[config.mk]
export PLATFORM = sky130hd
export DESIGN_NAME = mul_arbiter_flat
export DESIGN_NICKNAME = d
export VERILOG_FILES = /design/src/rtl/mul_arbiter_if.sv /design/src/rtl/mul_arbiter.sv /design/src/flat_wrapper.sv
export SDC_FILE = /design/constraint.sdc
export NUM_CORES = 1
export LEC_CHECK = 0
export CORE_AREA = 5 5 157 159
export CTS_CLUSTER_DIAMETER = 100
export CTS_CLUSTER_SIZE = 10
export DETAILED_ROUTE_END_ITERATION = 8
export DIE_AREA = 0 0 162 164
export GPL_TIMING_DRIVEN = 0
export PLACE_DENSITY = 0.74
export SYNTH_ARGS = -nofsm -noshare
export SYNTH_HDL_FRONTEND = slang
export SYNTH_SLANG_ARGS = --single-unit
export TNS_END_PERCENT = 20
[constraint.sdc]
create_clock -name clk -period 4.87 [get_ports clk]
set_clock_uncertainty 0.1 [all_clocks]
set_input_delay 0.7305 -clock clk [delete_from_list [all_inputs] [get_ports clk]]
set_output_delay 0.7305 -clock clk [all_outputs]
set_load 0.1 [all_outputs]
[src/rtl/mul_arbiter_if.sv]
// Requester and multiplier signals of the shared-multiplier arbiter.
// slave is the arbiter's view; master is the view of the requesters plus the multiplier.
interface mul_arbiter_if;
    logic [1:0]  req_valid;
    logic [1:0]  req_ready;
    logic [63:0] req_a;
    logic [63:0] req_b;
    logic [5:0]  req_func3;
    logic [1:0]  rsp_valid;
    logic [1:0]  rsp_ready;
    logic [31:0] rsp_result;
    logic [63:0] rsp_result_64;
    logic        rsp_overflow;
    logic        rsp_err;
    logic        busy;
    logic        mul_start;
    logic [31:0] mul_operA;
    logic [31:0] mul_operB;
    logic [2:0]  mul_func3;
    logic [31:0] mul_result;
    logic [63:0] mul_result_64;
    logic        mul_overflow;
    logic        mul_done;

    modport slave (
        input  req_valid, req_a, req_b, req_func3, rsp_ready,
               mul_result, mul_result_64, mul_overflow, mul_done,
        output req_ready, rsp_valid, rsp_result, rsp_result_64, rsp_overflow, rsp_err,
               busy, mul_start, mul_operA, mul_operB, mul_func3
    );

    modport master (
        output req_valid, req_a, req_b, req_func3, rsp_ready,
               mul_result, mul_result_64, mul_overflow, mul_done,
        input  req_ready, rsp_valid, rsp_result, rsp_result_64, rsp_overflow, rsp_err,
               busy, mul_start, mul_operA, mul_operB, mul_func3
    );
endinterface

[src/rtl/mul_arbiter.sv]
// Shares one iterative multiplier between the M-extension unit (requester 0) and the
// FPU mantissa multiplier (requester 1), with a watchdog that turns a hang into an error.
module mul_arbiter #(
    parameter int unsigned TIMEOUT_CYCLES = 16,
    parameter int unsigned FIXED_PRIO     = 0
) (
    input  logic         clk,
    input  logic         rst,
    mul_arbiter_if.slave bus
);
    localparam int unsigned      CNT_W    = $clog2(TIMEOUT_CYCLES + 1);
    localparam logic [CNT_W-1:0] CNT_LAST = CNT_W'(TIMEOUT_CYCLES - 1);
    localparam logic [CNT_W-1:0] CNT_MAX  = {CNT_W{1'b1}};

    typedef enum logic [1:0] {
        ST_IDLE = 2'd0,
        ST_BUSY = 2'd1,
        ST_RESP = 2'd2
    } state_t;

    state_t           r_state;
    state_t           w_state_nxt;
    logic             r_gnt;
    logic             r_last_grant;
    logic [CNT_W-1:0] r_cnt;
    logic [31:0]      r_op_a;
    logic [31:0]      r_op_b;
    logic [2:0]       r_op_f3;
    logic [31:0]      r_rsp_result;
    logic [63:0]      r_rsp_result_64;
    logic             r_rsp_ovf;
    logic             r_rsp_err;

    logic             w_any;
    logic             w_win;
    logic [1:0]       w_grant_oh;
    logic [1:0]       w_req_ready;
    logic             w_accept;
    logic             w_capture;
    logic             w_timeout;

    // Winner selection: fixed priority, or favour the requester not served last
    always_comb begin
        w_any = |bus.req_valid;
        if (FIXED_PRIO != 0) begin
            w_win = ~bus.req_valid[0];
        end else if (bus.req_valid[~r_last_grant]) begin
            w_win = ~r_last_grant;
        end else begin
            w_win = r_last_grant;
        end
        w_grant_oh = {w_win, ~w_win} & {2{w_any}};
    end

    always_ff @(posedge clk or negedge rst) begin
        if (!rst) begin
            r_state <= ST_IDLE;
        end else begin
            r_state <= w_state_nxt;
        end
    end

    always_comb begin
        w_state_nxt = r_state;
        w_req_ready = 2'b00;
        w_accept    = 1'b0;
        w_capture   = 1'b0;
        w_timeout   = 1'b0;
        case (r_state)
            ST_IDLE: begin
                w_req_ready = w_grant_oh;
                if (w_any) begin
                    w_accept    = 1'b1;
                    w_state_nxt = ST_BUSY;
                end
            end
            ST_BUSY: begin
                // done wins over a timeout landing in the same cycle
                if (bus.mul_done) begin
                    w_capture   = 1'b1;
                    w_state_nxt = ST_RESP;
                end else if (r_cnt == CNT_LAST) begin
                    w_timeout   = 1'b1;
                    w_state_nxt = ST_RESP;
                end
            end
            ST_RESP: begin
                if (bus.rsp_ready[r_gnt]) begin
                    w_state_nxt = ST_IDLE;
                end
            end
            default: w_state_nxt = ST_IDLE;
        endcase
    end

    always_ff @(posedge clk or negedge rst) begin
        if (!rst) begin
            r_gnt           <= 1'b0;
            r_last_grant    <= 1'b1;
            r_cnt           <= '0;
            r_op_a          <= '0;
            r_op_b          <= '0;
            r_op_f3         <= '0;
            r_rsp_result    <= '0;
            r_rsp_result_64 <= '0;
            r_rsp_ovf       <= 1'b0;
            r_rsp_err       <= 1'b0;
        end else begin
            if (w_accept) begin
                r_gnt        <= w_win;
                r_last_grant <= w_win;
                r_cnt        <= '0;
                r_op_a       <= w_win ? bus.req_a[63:32] : bus.req_a[31:0];
                r_op_b       <= w_win ? bus.req_b[63:32] : bus.req_b[31:0];
                r_op_f3      <= w_win ? bus.req_func3[5:3] : bus.req_func3[2:0];
            end else if (r_state == ST_BUSY && r_cnt != CNT_MAX) begin
                r_cnt <= r_cnt + 1'b1;
            end
            if (w_capture) begin
                r_rsp_result    <= bus.mul_result;
                r_rsp_result_64 <= bus.mul_result_64;
                r_rsp_ovf       <= bus.mul_overflow;
                r_rsp_err       <= 1'b0;
            end else if (w_timeout) begin
                r_rsp_result    <= '0;
                r_rsp_result_64 <= '0;
                r_rsp_ovf       <= 1'b0;
                r_rsp_err       <= 1'b1;
            end
        end
    end

    assign bus.req_ready     = w_req_ready;
    assign bus.rsp_valid     = (r_state == ST_RESP) ? {r_gnt, ~r_gnt} : 2'b00;
    assign bus.rsp_result    = r_rsp_result;
    assign bus.rsp_result_64 = r_rsp_result_64;
    assign bus.rsp_overflow  = r_rsp_ovf;
    assign bus.rsp_err       = r_rsp_err;
    assign bus.busy          = (r_state != ST_IDLE);
    assign bus.mul_start     = (r_state == ST_BUSY);
    assign bus.mul_operA     = r_op_a;
    assign bus.mul_operB     = r_op_b;
    assign bus.mul_func3     = r_op_f3;
endmodule

[src/flat_wrapper.sv]
// flat-port wrapper written by rule: the top's interface ports become plain ports
module mul_arbiter_flat 
#(
    parameter int unsigned TIMEOUT_CYCLES = 16,
    parameter int unsigned FIXED_PRIO     = 0
)
  (clk, rst, bus_req_valid, bus_req_a, bus_req_b, bus_req_func3, bus_rsp_ready, bus_mul_result, bus_mul_result_64, bus_mul_overflow, bus_mul_done, bus_req_ready, bus_rsp_valid, bus_rsp_result, bus_rsp_result_64, bus_rsp_overflow, bus_rsp_err, bus_busy, bus_mul_start, bus_mul_operA, bus_mul_operB, bus_mul_func3);
  mul_arbiter_if bus_i ();
  input  logic clk;
  input  logic rst;
  input wire logic [$bits(bus_i.req_valid)-1:0] bus_req_valid;
  input wire logic [$bits(bus_i.req_a)-1:0] bus_req_a;
  input wire logic [$bits(bus_i.req_b)-1:0] bus_req_b;
  input wire logic [$bits(bus_i.req_func3)-1:0] bus_req_func3;
  input wire logic [$bits(bus_i.rsp_ready)-1:0] bus_rsp_ready;
  input wire logic [$bits(bus_i.mul_result)-1:0] bus_mul_result;
  input wire logic [$bits(bus_i.mul_result_64)-1:0] bus_mul_result_64;
  input wire logic [$bits(bus_i.mul_overflow)-1:0] bus_mul_overflow;
  input wire logic [$bits(bus_i.mul_done)-1:0] bus_mul_done;
  output wire logic [$bits(bus_i.req_ready)-1:0] bus_req_ready;
  output wire logic [$bits(bus_i.rsp_valid)-1:0] bus_rsp_valid;
  output wire logic [$bits(bus_i.rsp_result)-1:0] bus_rsp_result;
  output wire logic [$bits(bus_i.rsp_result_64)-1:0] bus_rsp_result_64;
  output wire logic [$bits(bus_i.rsp_overflow)-1:0] bus_rsp_overflow;
  output wire logic [$bits(bus_i.rsp_err)-1:0] bus_rsp_err;
  output wire logic [$bits(bus_i.busy)-1:0] bus_busy;
  output wire logic [$bits(bus_i.mul_start)-1:0] bus_mul_start;
  output wire logic [$bits(bus_i.mul_operA)-1:0] bus_mul_operA;
  output wire logic [$bits(bus_i.mul_operB)-1:0] bus_mul_operB;
  output wire logic [$bits(bus_i.mul_func3)-1:0] bus_mul_func3;
  assign bus_i.req_valid = bus_req_valid;
  assign bus_i.req_a = bus_req_a;
  assign bus_i.req_b = bus_req_b;
  assign bus_i.req_func3 = bus_req_func3;
  assign bus_i.rsp_ready = bus_rsp_ready;
  assign bus_i.mul_result = bus_mul_result;
  assign bus_i.mul_result_64 = bus_mul_result_64;
  assign bus_i.mul_overflow = bus_mul_overflow;
  assign bus_i.mul_done = bus_mul_done;
  assign bus_req_ready = bus_i.req_ready;
  assign bus_rsp_valid = bus_i.rsp_valid;
  assign bus_rsp_result = bus_i.rsp_result;
  assign bus_rsp_result_64 = bus_i.rsp_result_64;
  assign bus_rsp_overflow = bus_i.rsp_overflow;
  assign bus_rsp_err = bus_i.rsp_err;
  assign bus_busy = bus_i.busy;
  assign bus_mul_start = bus_i.mul_start;
  assign bus_mul_operA = bus_i.mul_operA;
  assign bus_mul_operB = bus_i.mul_operB;
  assign bus_mul_func3 = bus_i.mul_func3;
  mul_arbiter #(.TIMEOUT_CYCLES(TIMEOUT_CYCLES), .FIXED_PRIO(FIXED_PRIO)) u_core (.clk(clk), .rst(rst), .bus(bus_i));
endmodule
* After elaboration in Yosys (flattened, before gate mapping)
Index checks and enable logic that the tools add are counted.
** Cells by class
- Add/subtract/negate cells :: 1
- Bitwise operators :: 4
- Reductions and logical operators :: 7
- Mux-type cells :: 32
- Order comparisons :: 2
- Equality and inequality tests :: 7
** Operators by type and width (count)
- 32-bit 2-to-1 mux :: 4
- 64-bit 2-to-1 mux :: 2
- 1-bit 2-to-1 mux :: 16
- 2-bit 2-to-1 mux :: 6
- 5-bit 2-to-1 mux :: 2
- 2-bit case mux with 3 select lines :: 1
- 2-bit nonzero test :: 3
- 5-bit by 1-bit adder with 5-bit output (second input constant) :: 1
- 5-bit by 4-bit == test with 1-bit output (second input constant) :: 1
- 5-bit != test (second input constant) :: 1
- 1-bit by 2-bit less-than comparator with 1-bit output (second input constant) :: 2
- 2-bit by 1-bit != test with 1-bit output (second input constant) :: 2
- 3-bit 2-to-1 mux :: 1
- 3-bit by 2-bit != test with 1-bit output (second input constant) :: 1
- 1-bit inverter :: 3
- 3-bit AND reduction :: 1
- 2-bit bitwise AND :: 1
- 2-bit by 1-bit == test with 1-bit output (second input constant) :: 1
- 2-bit == test (second input constant) :: 1
- 2-bit logical NOT :: 1
- 2-bit OR reduction :: 1
- 1-bit logical AND :: 1
** Word-level totals
- Word-level logic and storage cells :: 64
- Register bits :: 174
- Output and inout bits :: 171

* Depth between registers and ports, before layout
Gate-level depths: netlist of the first run.
- Depth after elaboration :: 7
- Mapped depth :: 7
- Depth with buffers taken out :: 6

* Least setup slack after synthesis of the first run
OpenSTA, ideal clock, no wires.
- Path kind :: register to output
- Start point :: reg u_core.r_state[1]
- End point :: out bus_rsp_valid[0]
- Stages on the path, launching flop included :: 2
- Arrival time :: 2.764 ns
- Path buffers :: 0
- Setup slack :: 1.275 ns
- Cell sequence :: dfrtp_1 -> nor3b_1
** Between the ends
- Word-level cells in the longest chain between the ends :: 2
** RTL lines
- start, declared :: RTL line mul_arbiter.sv:21 : state_t r_state;
- start signal, assigned :: RTL line mul_arbiter.sv:59 : r_state <= w_state_nxt;
- 2-bit == test :: RTL line mul_arbiter.sv:134 : assign bus.rsp_valid = (r_state == ST_RESP) ? {r_gnt, ~r_gnt} : 2'b00;
- 2-bit 2-to-1 mux :: RTL line mul_arbiter.sv:134
- end, declared :: RTL line flat_wrapper.sv:21 : output wire logic [$bits(bus_i.rsp_valid)-1:0] bus_rsp_valid;
Every way passes these cells.

* Worst setup path in the final report of the first run
- Start point :: in bus_req_valid[1]
- End point :: out bus_req_ready[1]
** Between the ends
- Word-level cells in the longest chain between the ends :: 5
- Elaborated cells between the ends (all ways) :: 6
- Classes of those cells :: mux: 4; bitwise: 1; reduce/logical: 1
** RTL lines
- start, declared :: RTL line flat_wrapper.sv:11 : input wire logic [$bits(bus_i.req_valid)-1:0] bus_req_valid;
- 1-bit 2-to-1 mux (not written as such) (2 in a row) :: RTL line mul_arbiter.sv:47 : end else if (bus.req_valid[~r_last_grant]) begin
- 1-bit 2-to-1 mux :: RTL line mul_arbiter.sv:47
- 2-bit bitwise AND (*) :: RTL line mul_arbiter.sv:52 : w_grant_oh = {w_win, ~w_win} & {2{w_any}};
- 2-bit 2-to-1 mux (*) :: RTL line mul_arbiter.sv:69 : case (r_state)
- end, declared :: RTL line flat_wrapper.sv:20 : output wire logic [$bits(bus_i.req_ready)-1:0] bus_req_ready;
Mark *: on every way between the ends. The rest lies on a longest branch, timed or not. The select of a mux whose other input is x is not followed.

==> results of run 1 <==
metrics by stage:
step                      TNS [ps]  instance area (sq um)  hold WS (ps)  cells    util
after floorplan                  0                   6902         334.9    500       -
after global placement     -727780                  11350         382.1   1198  0.4908
after detailed placement         0                  11380         381.3   1199  0.4922
after CTS                        0                  11970         93.85   1231  0.5176
after global routing             0                  11970         108.2   1231  0.5176
final                            0                  11970         90.08   1231  0.5176
area by class of cell:
cell class                 count  area share
clock buffer                  19     0.03701
sequential                   174      0.3639
multi-input combinational    271      0.1867
buffer                        49     0.02394
timing repair buffer         409      0.3440
tap                          290     0.03032
inverter                       6    0.002091
clock inverter                13     0.01202
sequential cells by signal, summed over array words and instances, names as in the netlist:
signal,flops
u_core.bus.mul_operA,32
u_core.bus.rsp_err,1
u_core.bus.rsp_result_64,64
u_core.r_last_grant,1
u_core.r_gnt,1
u_core.r_cnt,5
u_core.bus.rsp_result,32
u_core.bus.mul_func3,3
u_core.bus.rsp_overflow,1
u_core.bus.mul_operB,32
u_core.r_state,2
placed cells by master, fill, tap and decap left out, types with 6 or more instances in the layout:
cell type,netlist,layout
buf_2,17,17
and3_1,68,68
dfrtp_1,173,173
nor2_1,6,6
buf_6,10,10
a22o_1,97,97
clkdlybuf4s50_1,0,407
clkbuf_16,0,17
a221o_1,67,67
clkbuf_1,19,20
cell families (layout without fill, tap and decap cells):
kind of cell,after synthesis,after routing
compound gates,177,177
fa+ha+maj,3,3
flops,174,174
simple gates,88,88
buf+inv,55,496
mux,1,1
xor+xnor,2,2
worst register-to-register path, cell delays in order (launching register included):
cell and delay [ps]:
dfrtp_1 410, ha_1 220, and3_1 210, ha_1 240, o21ai_2 470, buf_4 290
clkbuf_1 380, a22o_1 200
metal layers:
| metal | vias up | GRT usage |
|---|---|---|
| met5 | - | 0 |
| met3 | 32 | 0.07478 |
| met4 | 0 | 0.05805 |
| met2 | 313 | 0.3383 |
| li1 | 2825 | - |
| met1 | 3099 | 0.2309 |
worst max-delay path by stage:
stage / startpoint / to / slack [ps]
after floorplan: u_core.r_state[1]$_DFFE_PN0P_ / bus_rsp_valid[0] / 1280
after global placement: rst / u_core.bus.rsp_result_64[11]$_DFFE_PN0P_ / -4220
after detailed placement: bus_req_valid[1] / bus_req_ready[1] / 280
after CTS: bus_req_valid[1] / bus_req_ready[1] / 270
after global routing: bus_req_valid[1] / bus_req_ready[1] / 150
final: bus_req_valid[1] / bus_req_ready[1] / 330
==> summary.txt, run 1 <==
Global routing
  – Largest net degree at the start of global routing: 123
  – First-pass GRT wire length: 40.36 mm
  – GRT Total Usage: 0.1970
  – Vias in the first global route: around 6.7k
  – GRT overflow: 0
  – Initial antenna violation count: 0

Placement
  – Port Buffer Count: 408
  – Place WS: 275.8 ps
  – Hpwl dp: ~20 mm
  – Final Wtd Congestion: approximately 0.81

Route
  – DRT antenna net count: 0
  – DR vias: 6,269
  – Remaining DRCs: 0
  – DRT Pass-1 Iters: 4
  – Total Wirelength: about 27 mm
  – Top Layer Used: met4
  – Wire per inst: 21.76 um
  – Number of vias per cell: 5.093
  – Initial drt markers: roughly 300
  – Met2 WL: between 10 and 15 mm
  – Routed length on met1: around 10 mm
  – Wire length on met3: 2.616 mm

Timing
  – Minimum clock period: ~4500 ps
  – Slew Limit Fails: 0
  – Worst setup margin: between 300 and 400 ps
  – Finish-stage setup viols: 0
  – RSZ-0062 raised after global routing: no
  – Crit share post-route: 0.9329
  – Final Hold Viols: 0
  – Worst-margin pin slew: roughly 1100 ps
  – Max-slew headroom: 0.2880
  – Max Fclk: between 200 and 250 MHz

Synthesis
  – Synth Area in Simple Gates: 0.07941
  – Sequential area share after synthesis: 0.6311
  – Count of cell types in the netlist: 33
  – Post-Synth XOR/XNOR Area: 0.002538
  – Most frequent cell after synthesis: dfrtp_1
  – Synthesized instance count: 500
  – Syn Area/Cell: 13.80 sq um
  – Count of state elements after synthesis: 174
  – Post-synthesis mux area share: 0.001450
  – Primary FF master, synth: dfrtp_1
  – Largest family of logic cells by synthesized area: compound AO/OA/AOI/OAI gates
  – Post-synth top cells: 173 x dfrtp_1, 97 x a22o_1, 68 x and3_1
  – Post-synth EDFFs: 0
  – Adder-cell share of the synthesized area: 0.005439
  – Fraction of registers with async set/reset: 1.000
  – Post-synth top area share: 0.6273
  – Synth area leaders: dfrtp_1 63%, a22o_1 12%, a221o_1 9.7%
  – Syn Nets: about 740
  – Synth Cell Area: roughly 6900 sq um
  – Synth warnings: 0
  – Cell taking the most area after synthesis: dfrtp_1
  – Compound-gate portion of the synthesized area: 0.2350

Job
  – Max-cap violations: 0

Setup path
  – Worst Setup Start Kind: input port
  – Worst R2R Start: u_core.r_cnt[0]$_DFFE_PN0P_
  – R2R depth: 7
  – Critical Path Slowest Stage Cell: clkdlybuf4s50_1
  – Crit path cell chain: clkdlybuf4s50_1 -> a21boi_2 -> clkbuf_1 -> clkbuf_2 -> and2_1 -> clkdlybuf4s50_1
  – Crit path max-delay family: buffers and inverters
  – CP Buf/Inv Count: 4
  – CP Max Fanout: 10
  – Worst path most repeated cell: clkdlybuf4s50_1
  – Slowest stage delay, CP: 1160 ps
  – Setup Crit Path Kind: input port to output port
  – Reg-to-reg slack, setup: 2290 ps
  – CP Depth: 6
  – Setup crit end kind: output port
  – Worst EP arrival: roughly 3700 ps
  – Req. time, crit path: 4040 ps
  – FF-to-FF End: u_core.bus.rsp_result_64[59]$_DFFE_PN0P_

Clock tree
  – Post-CTS Setup Repair Bufs: 0
  – CTS tree: yes
  – CTS H-tree depth: 4
  – Clk_lat worst skew: about 420 ps
  – CTS sink cnt: 174
  – Hold Buf Count CTS: 0
  – Clock Path Buffers: 2
  – CTS clk-pin slew, worst paths: 80 ps
  – Post-CTS resize count: 0
  – TritonCTS Buffers: 17
  – CTS root buf: clkbuf_16

Finish
  – Filler cells: 2,021
  – Post-synthesis to final-layout area growth: 73.40%
  – N_diodes: 0
  – Final net count: roughly 1.2k
  – Register area: 4355 sq um
  – Share of cells above drive strength 1: 0.07545
  – Multi-input logic area: approximately 2200 sq um

Die
  – Die area: approximately 27,000 sq um
  – Starting Density: 0.2985
  – Cell Rows: 56
  – Die height: ~160 um
  – Num ports: around 400
  – Width of the die: approximately 160 um
  – Core area: about 23,000 sq um

Worst hold path
  – Hold WC Path Type: input port to asynchronous set/reset pin

Status
  – Status: finished, final reports clean
Power of run 1 is not shown: default switching activity piles up to over one toggle a cycle in this logic, so the estimate is an artifact.
==> inputs of run 2 (changes only) <==
CAP_MARGIN = 5   (was not set)
SLEW_MARGIN = 20   (was not set)
==> summary.txt, run 2 (synthesis results as in run 1) <==
Setup path
  – Crit path max-delay family: buffers and inverters
  – Setup Crit Path Kind: input port to output port
  – Req. time, crit path: 4040 ps (about the same)
  – CP Buf/Inv Count: 4 (unchanged)
  – Worst path most repeated cell: clkdlybuf4s50_1
  – FF-to-FF End: u_core.bus.rsp_result_64[59]$_DFFE_PN0P_
  – Reg-to-reg slack, setup: 2330 ps (+40 ps)
  – Slowest stage delay, CP: 1160 ps (about the same)
  – Setup crit end kind: output port
  – CP Max Fanout: 10 (unchanged)
  – Worst EP arrival: 3750 ps (+40 ps)
  – Crit path cell chain: clkdlybuf4s50_1 -> a21boi_2 -> clkbuf_1 -> clkbuf_2 -> and2_1 -> clkdlybuf4s50_1
  – R2R depth: 7 (unchanged)
  – Worst R2R Start: u_core.r_cnt[0]$_DFFE_PN0P_
  – Worst Setup Start Kind: input port
  – Critical Path Slowest Stage Cell: clkdlybuf4s50_1

Route
  – Remaining DRCs: 0 (unchanged)
  – DRT antenna net count: 0 (unchanged)
  – Number of vias per cell: 5.047 (-0.89%)
  – DR vias: 6,213 (-0.89%)
  – Total Wirelength: 26.85 mm (+0.27%)
  – DRT Pass-1 Iters: 4 (unchanged)
  – Initial drt markers: 358 (+17%)
  – Wire per inst: 21.81 um (+0.27%)

Clock tree
  – CTS sink cnt: 174 (unchanged)
  – Hold Buf Count CTS: 0 (unchanged)
  – Clk_lat worst skew: 420 ps (about the same)
  – CTS H-tree depth: 4 (unchanged)
  – Clock Path Buffers: 2 (unchanged)
  – TritonCTS Buffers: 17 (unchanged)
  – CTS root buf: clkbuf_16
  – Post-CTS resize count: 0 (unchanged)
  – Post-CTS Setup Repair Bufs: 0 (unchanged)
  – CTS tree: yes
  – CTS clk-pin slew, worst paths: 80 ps (about the same)

Die
  – Core area: 23,120 sq um (unchanged)
  – Die height: 164 um (unchanged)
  – Die area: 26,570 sq um (unchanged)
  – Cell Rows: 56 (unchanged)
  – Num ports: 409 (unchanged)
  – Width of the die: 162 um (unchanged)
  – Starting Density: 0.2985 (unchanged)

Finish
  – Number of flip-flops in the largest register: 64 (unchanged)
  – Filler cells: 2,030 (+0.45%)
  – Final Util: 0.5180 (about the same)
  – N_diodes: 0 (unchanged)
  – Commonest non-fill, non-tap cell in the layout: clkdlybuf4s50_1
  – Post-synthesis to final-layout area growth: 73.55% (about the same)
  – Share of cells above drive strength 1: 0.07651 (+0.001063)
  – Final net count: 1,169 (unchanged)
  – Most frequent cells in the layout: 407 x clkdlybuf4s50_1, 173 x dfrtp_1, 97 x a22o_1

Global routing
  – GRT Total Usage: 0.1976 (+0.0005387)
  – Initial antenna violation count: 0 (unchanged)
  – First-pass GRT wire length: 40.28 mm (-0.19%)
  – Vias in the first global route: 6,658 (-0.77%)
  – Largest net degree at the start of global routing: 96 (-22%)
  – GRT overflow: 0 (unchanged)

Worst hold path
  – Hold WC Path Type: input port to asynchronous set/reset pin

Timing
  – Worst-margin pin slew: 1062 ps (-2.698 ps)
  – Minimum clock period: 4582 ps (+38.25 ps)
  – Max-slew headroom: 0.2898 (+0.001805)
  – Final Hold Viols: 0 (unchanged)
  – Slew Limit Fails: 0 (unchanged)
  – RSZ-0062 raised after global routing: no
  – Finish-stage setup viols: 0 (unchanged)
  – Max Fclk: 218.3 MHz (-0.84%)
  – Crit share post-route: 0.9408 (+0.007855)

Placement
  – Port Buffer Count: 408 (unchanged)
  – Final Wtd Congestion: 0.8103 (unchanged)
  – Hpwl dp: 20.48 mm (+0.19%)

Status
  – Status: finished, final reports clean

Job
  – Max-cap violations: 0 (unchanged)
==> run 2: changes by cell type in the layout (fill, tap and decap cells not counted), sizes merged <==
| cell | change |
|---|---|
| clkinv | +2 |
| inv | -2 |
==> run 2: through the flow <==
step                      setup WS [ps]  cells  TNS, ps  cell area [sq um]  hold WS [ps]
after floorplan                    1275    500        0               6902         334.9
after global placement            -4224   1198  -727780              11350         382.1
after detailed placement          267.6   1199        0              11380         381.3
after CTS                         257.3   1231        0              11980         189.3
after global routing              148.5   1231        0              11980         208.8
final                             288.4   1231        0              11980         175.2
==> run 2: worst max path at each step <==
stage,startpoint,end,slack [ps],cells after the start
finish,bus_req_valid[1],bus_req_ready[1],290,6
global route,bus_req_valid[1],bus_req_ready[1],150,6
CTS,bus_req_valid[1],bus_req_ready[1],260,6
detailed placement,bus_req_valid[1],bus_req_ready[1],270,6
global placement,rst,u_core.bus.rsp_result_64[11]$_DFFE_PN0P_,-4220,1
floorplan,u_core.r_state[1]$_DFFE_PN0P_,bus_rsp_valid[0],1280,1
==> run 2: cell type report <==
type	instances	area (sq um)	area share
inverters	6	25.02	0.002089
clock inverters	13	143.9	0.01201
plain buffers	49	286.5	0.02392
clock buffers	19	452.9	0.03781
flip-flops and latches	174	4355	0.3636
well taps	290	362.8	0.03029
multi-input cells	271	2235	0.1866
repair buffers	409	4116	0.3437
==> run 2: worst reg2reg max path, cell delays in order, from the launching register on <==
cell	delay [ps]
dfrtp_1	410
ha_1	210
and3_1	200
ha_1	240
o21ai_2	460
buf_4	280
clkbuf_1	360
a22o_1	200
==> run 2: routing by layer <==
metal | share of wire | global-route usage
met1 | 0.39 | 0.2294
met2 | 0.50 | 0.3446
met3 | 0.10 | 0.07478
met4 | 0.013 | 0.05267
met5 | 0 | 0
Power of run 2 is left out for the same reason.
==> inputs of run 3 (changes only) <==
REMOVE_ABC_BUFFERS = 1   (was not set)
==> summary.txt, run 3 (synthesis results as in run 1) <==
Global routing
  – Initial antenna violation count: 0 (unchanged)
  – GRT Total Usage: 0.1822 (-0.01539)
  – GRT overflow: 0 (unchanged)
  – First-pass GRT wire length: 37.81 mm (-6.1%)
  – Vias in the first global route: 6,515 (-2.1%)
  – Largest net degree at the start of global routing: 70 (-27%)

Route
  – Number of vias per cell: 5.040 (-0.14%)
  – Wire per inst: 20.87 um (-4.3%)
  – DRT antenna net count: 0 (unchanged)
  – Remaining DRCs: 0 (unchanged)
  – Total Wirelength: 25.01 mm (-6.9%)
  – DR vias: 6,038 (-2.8%)
  – Initial drt markers: 277 (-23%)
  – DRT Pass-1 Iters: 4 (unchanged)

Job
  – Max-cap violations: 0 (unchanged)

Die
  – Num ports: 409 (unchanged)
  – Cell Rows: 56 (unchanged)
  – Die area: 26,570 sq um (unchanged)
  – Width of the die: 162 um (unchanged)
  – Core area: 23,120 sq um (unchanged)
  – Starting Density: 0.2985 (unchanged)
  – Die height: 164 um (unchanged)

Setup path
  – Worst EP arrival: 3830 ps (+80 ps)
  – Setup Crit Path Kind: input port to output port
  – CP Max Fanout: 18 (+8)
  – Setup crit end kind: output port
  – Req. time, crit path: 4040 ps (about the same)
  – Worst Setup Start Kind: input port
  – R2R depth: 8 (+1)

Timing
  – Setup TNS: 0 ps (unchanged)
  – Worst-margin pin slew: 1075 ps (+13.06 ps)
  – Fin Hold WS: 121.5 ps (-53.77 ps)
  – RSZ-0062 raised after global routing: no
  – Max Fclk: 214.5 MHz (-1.7%)
  – Slew Limit Fails: 0 (unchanged)
  – Minimum clock period: 4662 ps (+80.15 ps)
  – Crit share post-route: 0.9572 (+0.01646)
  – Max-slew headroom: 0.2810 (-0.008737)
  – Final Hold Viols: 0 (unchanged)
  – Finish-stage setup viols: 0 (unchanged)

Clock tree
  – Clock Path Buffers: 2 (unchanged)
  – Hold Buf Count CTS: 0 (unchanged)
  – CTS H-tree depth: 4 (unchanged)
  – Post-CTS Setup Repair Bufs: 0 (unchanged)
  – Clk_lat worst skew: 410 ps (about the same)
  – Post-CTS resize count: 0 (unchanged)
  – CTS clk-pin slew, worst paths: 70 ps (about the same)
  – TritonCTS Buffers: 17 (unchanged)
  – CTS tree: yes
  – CTS root buf: clkbuf_16
  – CTS sink cnt: 174 (unchanged)

Finish
  – Share of cells above drive strength 1: 0.06395 (-0.01257)
  – Final std cells w/o fill: 1,198 (-2.7%)
  – Post-synthesis to final-layout area growth: 75.04%
  – Commonest non-fill, non-tap cell in the layout: clkdlybuf4s50_1
  – Number of flip-flops in the largest register: 64 (unchanged)
  – Most frequent cells in the layout: 407 x clkdlybuf4s50_1, 173 x dfrtp_1, 97 x a22o_1
  – Final net count: 1,135 (-2.9%)
  – Final Util: 0.5225 (+0.004438)

Placement
  – Placed Instances: 1,165 (-2.8%)
  – Final Wtd Congestion: 0.7554 (-6.8%)
  – Hpwl dp: 18.51 mm (-9.6%)
  – Port Buffer Count: 408 (unchanged)

Status
  – Status: finished, final reports clean

Worst hold path
  – Hold WC Path Type: input port to asynchronous set/reset pin
run 3: changes by cell type in the layout (fill, tap and decap cells not counted), sizes merged:
cell | previous run | this run
buf | 30 | 17
bufinv | 0 | 1
clkbuf | 40 | 18
clkinv | 8 | 7
diode | 0 | 1
inv | 11 | 12
run 3: worst max-delay path, cell delays in order:
cell and delay [ps]:
clkdlybuf4s50_1 610, inv_1 110, a211oi_4 400, buf_6 260, buf_8 170, buf_8 170, buf_6 200, clkdlybuf4s50_1 1160
run 3: through the flow:
stage / area (sq um) / setup slack, ps
after floorplan: 6615 / 567.8
after global placement: 11060 / -4494
after detailed placement: 11470 / 207.4
after CTS: 12080 / 202.9
after global routing: 12080 / 87.37
final: 12080 / 208.3
run 3: path summary, 6_finish.rpt:
| kind | start | endpoint | slack [ps] |
|---|---|---|---|
| setup / recovery | bus_req_valid[0] | bus_req_ready[0] | 210 |
| hold / removal | rst | u_core.bus.mul_operA[23]$_DFFE_PN0P_ | 120 |
| setup reg to reg | u_core.r_cnt[0]$_DFFE_PN0P_ | u_core.bus.rsp_result_64[6]$_DFFE_PN0P_ | 2310 |
| hold reg to reg | u_core.bus.rsp_result[3]$_DFFE_PN0P_ | u_core.bus.rsp_result[3]$_DFFE_PN0P_ | 400 |
| max in group asynchronous | rst | u_core.bus.rsp_result_64[4]$_DFFE_PN0P_ | 3570 |
| min in group clk | u_core.bus.rsp_result[3]$_DFFE_PN0P_ | u_core.bus.rsp_result[3]$_DFFE_PN0P_ | 400 |
run 3: final cells by class:
type / count / area [sq um]
timing repair buffer: 424 / 4464
inverter: 6 / 25.02
antenna: 1 / 2.502
tap: 290 / 362.8
fill: 1959 / 11040
multi-input combinational: 271 / 2260
clock inverter: 14 / 171.4
clock buffer: 18 / 439.2
sequential: 174 / 4355
run 3: routing by layer:
layer | routed length [um] | vias up | share of wire | global-route usage
met1 | 9849 | 2976 | 0.39 | 0.2177
met3 | 2517 | 15 | 0.10 | 0.07177
met5 | 0 | - | 0 | 0
met2 | 12390 | 293 | 0.50 | 0.3115
met4 | 255 | 0 | 0.010 | 0.04229
li1 | - | 2754 | - | -
Power of run 3 is left out for the same reason.
